## config.mk

```make
export PLATFORM = sky130hd
export DESIGN_NAME = uart_rx_sampler
export DESIGN_NICKNAME = d
export VERILOG_FILES = /design/src/rtl/uart_rx_sampler.sv
export SDC_FILE = /design/constraint.sdc
export NUM_CORES = 1
export LEC_CHECK = 0
export CAP_MARGIN = 10
export CORE_MARGIN = 2
export CORE_UTILIZATION = 57
export CTS_CLUSTER_DIAMETER = 60
export DETAILED_ROUTE_END_ITERATION = 10
export GPL_TIMING_DRIVEN = 0
export PLACE_DENSITY = 0.77
export REMOVE_ABC_BUFFERS = 1
export SLEW_MARGIN = 20
export SYNTH_ARGS = -nofsm -noshare
export SYNTH_HDL_FRONTEND = slang
export SYNTH_SLANG_ARGS = --single-unit
```

## constraint.sdc

```tcl
create_clock -name clk -period 3.3 [get_ports clk]
set_input_delay 0.99 -clock clk [delete_from_list [all_inputs] [get_ports clk]]
set_output_delay 0.99 -clock clk [all_outputs]
set_load 0.02 [all_outputs]
```

## src/rtl/uart_rx_sampler.sv

```systemverilog
// Mid-bit-sampling UART receiver feeding the receive FIFO write port.
// It checks the start, parity and stop bits and reports frame, parity and overrun errors as one-cycle pulses.
module uart_rx_sampler #(
  parameter int CLKS_PER_BIT = 5208,
  parameter int PARITY       = 0
) (
  input  logic       clk,
  input  logic       rst,
  input  logic       uart_rxd,
  input  logic       wrfull,
  output logic [7:0] rf_data,
  output logic       fr_wrreq,
  output logic       frame_err,
  output logic       parity_err,
  output logic       overrun,
  output logic       busy
);

  localparam int CNT_W = $clog2(CLKS_PER_BIT);
  localparam logic [CNT_W-1:0] HALF_LAST = CNT_W'(CLKS_PER_BIT / 2 - 1);
  localparam logic [CNT_W-1:0] BIT_LAST  = CNT_W'(CLKS_PER_BIT - 1);
  localparam logic ODD_PAR = (PARITY == 1);

  typedef enum logic [2:0] {IDLE, START, DATA, PAR, STOP, WAIT_HIGH} state_t;

  state_t           state;
  logic             rx_meta, rx_s, rx_d;
  logic [CNT_W-1:0] cnt;
  logic [2:0]       bit_idx;
  logic [7:0]       shreg;
  logic             perr;

  // The line idles high, so the synchronizer resets to 1 to avoid a false start edge.
  always_ff @(posedge clk or posedge rst) begin
    if (rst) begin
      rx_meta <= 1'b1;
      rx_s    <= 1'b1;
      rx_d    <= 1'b1;
    end else begin
      rx_meta <= uart_rxd;
      rx_s    <= rx_meta;
      rx_d    <= rx_s;
    end
  end

  always_ff @(posedge clk or posedge rst) begin
    if (rst) begin
      state      <= IDLE;
      cnt        <= '0;
      bit_idx    <= '0;
      shreg      <= '0;
      perr       <= 1'b0;
      rf_data    <= '0;
      fr_wrreq   <= 1'b0;
      frame_err  <= 1'b0;
      parity_err <= 1'b0;
      overrun    <= 1'b0;
      busy       <= 1'b0;
    end else begin
      fr_wrreq   <= 1'b0;
      frame_err  <= 1'b0;
      parity_err <= 1'b0;
      overrun    <= 1'b0;
      case (state)
        IDLE: begin
          if (rx_d && !rx_s) begin
            cnt   <= '0;
            state <= START;
            busy  <= 1'b1;
          end
        end
        START: begin
          if (cnt == HALF_LAST) begin
            if (!rx_s) begin
              state   <= DATA;
              cnt     <= '0;
              bit_idx <= '0;
              perr    <= 1'b0;
            end else begin
              state <= IDLE;
              busy  <= 1'b0;
            end
          end else begin
            cnt <= cnt + 1'b1;
          end
        end
        DATA: begin
          if (cnt == BIT_LAST) begin
            cnt     <= '0;
            shreg   <= {rx_s, shreg[7:1]};
            bit_idx <= bit_idx + 1'b1;
            if (bit_idx == 3'd7) state <= (PARITY != 0) ? PAR : STOP;
          end else begin
            cnt <= cnt + 1'b1;
          end
        end
        PAR: begin
          if (cnt == BIT_LAST) begin
            cnt   <= '0;
            perr  <= ((^shreg) ^ rx_s) != ODD_PAR;
            state <= STOP;
          end else begin
            cnt <= cnt + 1'b1;
          end
        end
        // Leaving at mid-stop bit gives a back-to-back frame's start edge time to be seen.
        STOP: begin
          if (cnt == BIT_LAST) begin
            cnt <= '0;
            if (rx_s) begin
              state <= IDLE;
              busy  <= 1'b0;
              if (perr) begin
                parity_err <= 1'b1;
              end else if (wrfull) begin
                overrun <= 1'b1;
              end else begin
                rf_data  <= shreg;
                fr_wrreq <= 1'b1;
              end
            end else begin
              frame_err  <= 1'b1;
              parity_err <= perr;
              state      <= WAIT_HIGH;
            end
          end else begin
            cnt <= cnt + 1'b1;
          end
        end
        WAIT_HIGH: begin
          if (rx_s) begin
            state <= IDLE;
            busy  <= 1'b0;
          end
        end
        default: begin
          state <= IDLE;
          busy  <= 1'b0;
        end
      endcase
    end
  end

endmodule

```

==> flow_metrics.py, run 1 <==
metrics = {
    "outcome": {
        "outcome": "completed",
    },
    "detailed_routing": {
        "detail-route-antenna-nets": 0,
        "drc": 0,
        "wire_per_inst_um": 15.1,
        "vias_per_cell": 6.09,
        "first_pass_iters": 4,
        "wirelength_mm": 3.97,
        "initialDrtViolationCount": 232,
        "vias": 1602,
    },
    "global_route": {
        "grt_max_degree": 24,
        "grt_use_total": 0.221,
        "grt_overflow": 0,
        "grt_pass1_vias": 1604,
        "antenna_found_initial": 0,
        "grt_pass1_wl_mm": 7.24,
    },
    "clock_network": {
        "ctsResizeCount": 0,
        "clock_sinks": 44,
        "hold_buffers": 0,
        "cts_buffers": 5,
        "post_cts_buffers": 0,
        "clk_path_buf_depth": 2,
        "clk_pin_slew_ps": 90,
        "clk_latency_ps": 300,
        "cts_tree": "done",
        "root_buffer": "clkbuf_8",
        "htreeDepth": 2,
    },
    "setup_path": {
        "reg2reg_slack_ps": 440,
        "critical_path.max_fanout": 23,
        "crit_required_ps": 3490,
        "timing.rr.start": "cnt[0]$_DFFE_PP0P_",
        "critical_path_class": "reg2reg",
        "worst_setup_path_start_kind": "register",
        "worstPathArrival_ps": 3060,
        "worst_r2r_path_depth": 6,
        "worstReg2RegEnd": "state[1]$_DFFE_PP0P_",
        "endpoint_kind": "register",
    },
    "sta": {
        "worst_pin_slew_ps": 729,
        "relSlewSlack": 0.501,
        "fmax_mhz": 349,
        "final.setup.worst_slack_ps": 437,
        "fin_skew_ps": 8.87,
        "drv_slew": 0,
        "fin_hold_ws_ps": 359,
        "hold_viol_final": 0,
        "rsz0062_at_grt": "no",
        "setup_violations": 0,
        "fin_crit_ps": 2860,
        "fin_crit_sh": 0.867,
        "tns_ps": 0,
    },
    "floorplan": {
        "start_util": 0.595,
        "die_w_um": 66.0,
        "core_area_mm2": 0.00369,
        "rows": 22,
        "die-height_um": 66.0,
        "fp.dieArea_mm2": 0.00436,
        "ios": 17,
    },
    "logic_synthesis": {
        "synth_cells": 202,
        "yosys_warnings": 0,
        "ys_seq_area_frac": 0.504,
        "netlist_area_mm2": 0.00219,
        "ys_types": 44,
        "ys_seq_elements": 44,
        "synth_top_area_frac": 0.468,
        "async_flop_share": 1.00,
        "synth_area_leaders": "dfrtp_1 (47%), mux2_2 (9.8%), dfstp_2 (3.6%)",
        "synth_edf_count": 0,
        "yosys.area.top_type": "dfrtp_1",
        "ys.flop_type": "dfrtp_1",
        "syn_area_per_cell_um2": 10.9,
    },
    "layout": {
        "final_common_cell": "dfrtp_1",
        "ff_latch_area_mm2": 0.00110,
        "drive_above_1_share": 0.172,
        "nets": 221,
        "area_delta_synth_final_pct": 14.3,
        "antennaDiodeCount": 0,
        "final_cell_mix": "dfrtp_1 (41), nand2_1 (19), mux2_2 (19), clkdlybuf4s50_1 (16), nand3_1 (13)",
        "multi_input_area_mm2": 0.00101,
        "nFillCells": 289,
    },
    "power_and_ir_drop": {
        "p_per_area_mw_per_mm2": 608,
        "p_leak_uw": 0.00112,
        "peakVddDrop_mv": 0.303,
    },
    "placed_design": {
        "routabilityCongestion": 0.827,
        "port_buffers": 16,
        "dpl.hpwl_mm": 2.80,
        "dp_slack_ps": 438,
    },
    "hold_path": {
        "worstHoldStart": "rx_meta$_DFF_PP1_",
        "whs_path_depth": 0,
        "min_path_type": "reg2reg",
        "whs_endpoint": "rx_s$_DFF_PP1_",
    },
    "run": {
        "drv_cap": 0,
    },
}
[worst max-delay path by stage]
stage | start | end | slack, ps
global placement | rst | state[2]$_DFFE_PP0P_ | 500
CTS | cnt[0]$_DFFE_PP0P_ | state[1]$_DFFE_PP0P_ | 440
finish | cnt[0]$_DFFE_PP0P_ | state[1]$_DFFE_PP0P_ | 440
floorplan | cnt[0]$_DFFE_PP0P_ | state[0]$_DFFE_PP0P_ | 710
detailed placement | cnt[0]$_DFFE_PP0P_ | state[1]$_DFFE_PP0P_ | 440
global route | cnt[0]$_DFFE_PP0P_ | state[0]$_DFFE_PP0P_ | 270
[report_power, final]
group,internal [uW],leakage (uW),switching (uW)
logic,171,0.000466,250
clock network,248,0.0000614,189
registers,584,0.000593,81.9
[sequential cells by signal, indices dropped and copies added (netlist names)]
signal      cells
fr_wrreq        1
rx_meta         1
rx_s            1
frame_err       1
shreg           8
bit_idx         3
rx_d            1
rf_data         8
cnt            13
overrun         1
busy            1
perr            1
state           3
parity_err      1
[synthesized netlist by cell type (all sizes together) (2+ instances only)]
| cell | instances |
|---|---|
| buf | 4 |
| nand2 | 19 |
| nor2 | 11 |
| dfstp | 3 |
| dfrtp | 41 |
| nor4 | 3 |
| nand3 | 13 |
| nand3b | 2 |
| ha | 3 |
| a22o | 3 |
| a31oi | 9 |
| nand2b | 5 |
| o21ai | 5 |
| or3b | 3 |
| inv | 7 |
| clkbuf | 8 |
| a21oi | 5 |
| o211ai | 2 |
| nor3 | 4 |
| and3 | 4 |
| nand4bb | 2 |
| mux2 | 19 |
| xnor2 | 8 |
[kinds of logic after synthesis]
group / share of synthesized area
xor+xnor: 0.0359
simple gates: 0.176
buf+inv: 0.0377
compound gates: 0.132
fa+ha+maj: 0.0171
flops: 0.504
mux: 0.0975
[area by class of cell]
class                   count  share of cell area
well taps                  48              0.0240
clock buffers               6              0.0330
repair buffers             17              0.0749
clock inverters             2              0.0155
inverters                   7              0.0105
multi-input cells         139               0.401
flip-flops and latches     44               0.441
[worst max-delay path, cell delays in order (launching register included)]
cell	delay [ps]
dfrtp_1	410
ha_1	260
or3b_1	420
or4_1	670
o2bb2ai_4	310
a311oi_4	310
mux2_2	370
[per-layer routing]
layer  part of all wire  wire, um  vias to the layer above  GRT usage
met1               0.46      1840                      804      0.290
met5                  0         0                        -          0
li1                   -         -                      757          -
met4              0.015        59                        0     0.0995
met2               0.49      1940                       35      0.350
met3              0.033       131                        6     0.0511
[stage by stage]
step | cell area [um2] | util | instances | power, uW
5_1_grt | 2510 | 0.679 | 263 | 1620
3_3_place_gp | 2360 | 0.639 | 254 | 1060
3_5_place_dp | 2380 | 0.647 | 255 | 1100
4_1_cts | 2510 | 0.679 | 263 | 1530
2_1_floorplan | 2140 | - | 190 | 981
6_report | 2510 | 0.679 | 263 | 1520
Power figures use the tool's default switching activity.
==> run 2, diff against run 1 <==
--- a/config.mk
+++ b/config.mk
@@ -11,7 +11,7 @@
 export CTS_CLUSTER_DIAMETER = 60
 export DETAILED_ROUTE_END_ITERATION = 10
 export GPL_TIMING_DRIVEN = 0
-export PLACE_DENSITY = 0.77
+export PLACE_DENSITY = 0.85
 export REMOVE_ABC_BUFFERS = 1
 export SLEW_MARGIN = 20
 export SYNTH_ARGS = -nofsm -noshare
==> run 2 against run 1 <==
  * Flip-flop and latch count stayed put
  * Non-clock buffer count stayed put
  * Count of clock-buffer cells in the layout stayed put
  * Cell area is 0.15% higher
  * First-iteration DRC count is 22% lower
  * Wire length is 4.8% higher
  * Critical endpoint is now state[0]$_DFFE_PP0P_
  * Clock skew is 2.1 ps higher
==> flow_metrics.py, run 2 (synthesis gave the netlist of run 1 again) <==
metrics = {
    "outcome": {
        "outcome": "completed",
    },
    "clock_network": {
        "clk_latency_ps": 300,
        "post_cts_buffers": 0,
        "ctsResizeCount": 0,
        "cts_buffers": 5,
        "clk_pin_slew_ps": 80,
        "clk_path_buf_depth": 2,
        "hold_buffers": 0,
        "htreeDepth": 2,
        "cts_tree": "done",
        "root_buffer": "clkbuf_8",
        "clock_sinks": 44,
    },
    "sta": {
        "setup_violations": 0,
        "fin_crit_sh": 0.877,
        "fmax_mhz": 345,
        "rsz0062_at_grt": "no",
        "worst_pin_slew_ps": 798,
        "final.setup.worst_slack_ps": 404,
        "fin_skew_ps": 10.9,
        "fin_crit_ps": 2900,
        "relSlewSlack": 0.454,
        "fin_hold_ws_ps": 360,
        "tns_ps": 0,
        "hold_viol_final": 0,
        "drv_slew": 0,
    },
    "placed_design": {
        "port_buffers": 16,
        "dp_slack_ps": 431,
        "dpl.hpwl_mm": 2.85,
        "routabilityCongestion": 0.853,
    },
    "floorplan": {
        "rows": 22,
        "start_util": 0.595,
        "die_w_um": 66.0,
        "fp.dieArea_mm2": 0.00436,
        "core_area_mm2": 0.00369,
        "die-height_um": 66.0,
        "ios": 17,
    },
    "layout": {
        "nets": 221,
        "largest_reg_flops": 13,
        "final_common_cell": "dfrtp_1",
        "final_cell_mix": "dfrtp_1 (41), nand2_1 (19), mux2_2 (19), clkdlybuf4s50_1 (16), nand3_1 (13)",
        "reg_top3": "cnt x13, rf_data x8, shreg x8",
        "antennaDiodeCount": 0,
        "area_delta_synth_final_pct": 14.4,
        "drive_above_1_share": 0.167,
        "top_register": "cnt",
    },
    "power_and_ir_drop": {
        "peakVddDrop_mv": 0.321,
        "p_per_area_mw_per_mm2": 628,
        "p_leak_uw": 0.00112,
    },
    "setup_path": {
        "worstPathArrival_ps": 3080,
        "critical_path_class": "reg2reg",
        "worst_setup_path_start_kind": "register",
        "critical_path.max_fanout": 23,
        "worstReg2RegEnd": "state[0]$_DFFE_PP0P_",
        "timing.rr.start": "cnt[0]$_DFFE_PP0P_",
        "crit_required_ps": 3490,
        "worst_r2r_path_depth": 6,
        "reg2reg_slack_ps": 400,
        "endpoint_kind": "register",
    },
    "global_route": {
        "grt_pass1_wl_mm": 7.14,
        "grt_overflow": 0,
        "grt_max_degree": 37,
        "grt_pass1_vias": 1511,
        "antenna_found_initial": 0,
        "grt_use_total": 0.220,
    },
    "detailed_routing": {
        "vias_per_cell": 5.96,
        "first_pass_iters": 4,
        "wire_per_inst_um": 15.8,
        "drc": 0,
        "initialDrtViolationCount": 180,
        "vias": 1567,
        "detail-route-antenna-nets": 0,
        "wirelength_mm": 4.16,
    },
    "hold_path": {
        "whs_endpoint": "rx_s$_DFF_PP1_",
        "whs_path_depth": 0,
        "worstHoldStart": "rx_meta$_DFF_PP1_",
        "min_path_type": "reg2reg",
    },
    "run": {
        "drv_cap": 0,
    },
}
-- run 2: stage by stage --
step,instance area [um2],utilization,cells,total power [uW]
finish,2510,0.680,263,1580
global route,2510,0.680,263,1660
detailed placement,2380,0.645,255,1090
floorplan,2140,-,190,981
global placement,2360,0.639,254,1070
CTS,2510,0.680,263,1580
-- run 2: area by class of cell --
type | instances | area [um2]
clock buffers | 6 | 72.6
multi-input cells | 139 | 1010
clock inverters | 2 | 60.1
repair buffers | 17 | 180
well taps | 48 | 60.1
inverters | 7 | 26.3
fillers | 284 | 1180
flip-flops and latches | 44 | 1100
-- run 2: how the worst max path moves through the flow --
stage,startpoint,end,cells past startpoint
2_1_floorplan,cnt[0]$_DFFE_PP0P_,state[0]$_DFFE_PP0P_,6
3_3_place_gp,rst,busy$_DFFE_PP0P_,2
3_5_place_dp,cnt[0]$_DFFE_PP0P_,state[0]$_DFFE_PP0P_,6
4_1_cts,cnt[0]$_DFFE_PP0P_,state[0]$_DFFE_PP0P_,6
5_1_grt,cnt[0]$_DFFE_PP0P_,rf_data[3]$_DFFE_PP0P_,5
6_report,cnt[0]$_DFFE_PP0P_,state[0]$_DFFE_PP0P_,6
-- run 2: routing by layer --
| metal | global-route usage | share of wire | vias up |
|---|---|---|---|
| li1 | - | - | 759 |
| met1 | 0.297 | 0.44 | 748 |
| met2 | 0.356 | 0.50 | 55 |
| met3 | 0.0307 | 0.046 | 5 |
| met4 | 0.0918 | 0.012 | 0 |
| met5 | 0 | 0 | - |
-- run 2: report_power, final --
group,switching (uW),internal (uW)
sequential,83.7,584
clock,182,303
combinational,254,170
-- run 2: worst max-delay path, stage by stage (launching register included) --
cell	delay [ps]
dfrtp_1	410
ha_1	270
or3b_1	410
or4_1	670
o2bb2ai_4	310
a311oi_4	320
mux2_2	380
==> run 3, diff against run 2 <==
--- a/config.mk
+++ b/config.mk
@@ -13,6 +13,7 @@
 export GPL_TIMING_DRIVEN = 0
 export PLACE_DENSITY = 0.85
 export REMOVE_ABC_BUFFERS = 1
+export SKIP_LAST_GASP = 1
 export SLEW_MARGIN = 20
 export SYNTH_ARGS = -nofsm -noshare
 export SYNTH_HDL_FRONTEND = slang
==> results of run 3 <==
No change in the layout: final DEF, timing and power equal those of run 2.
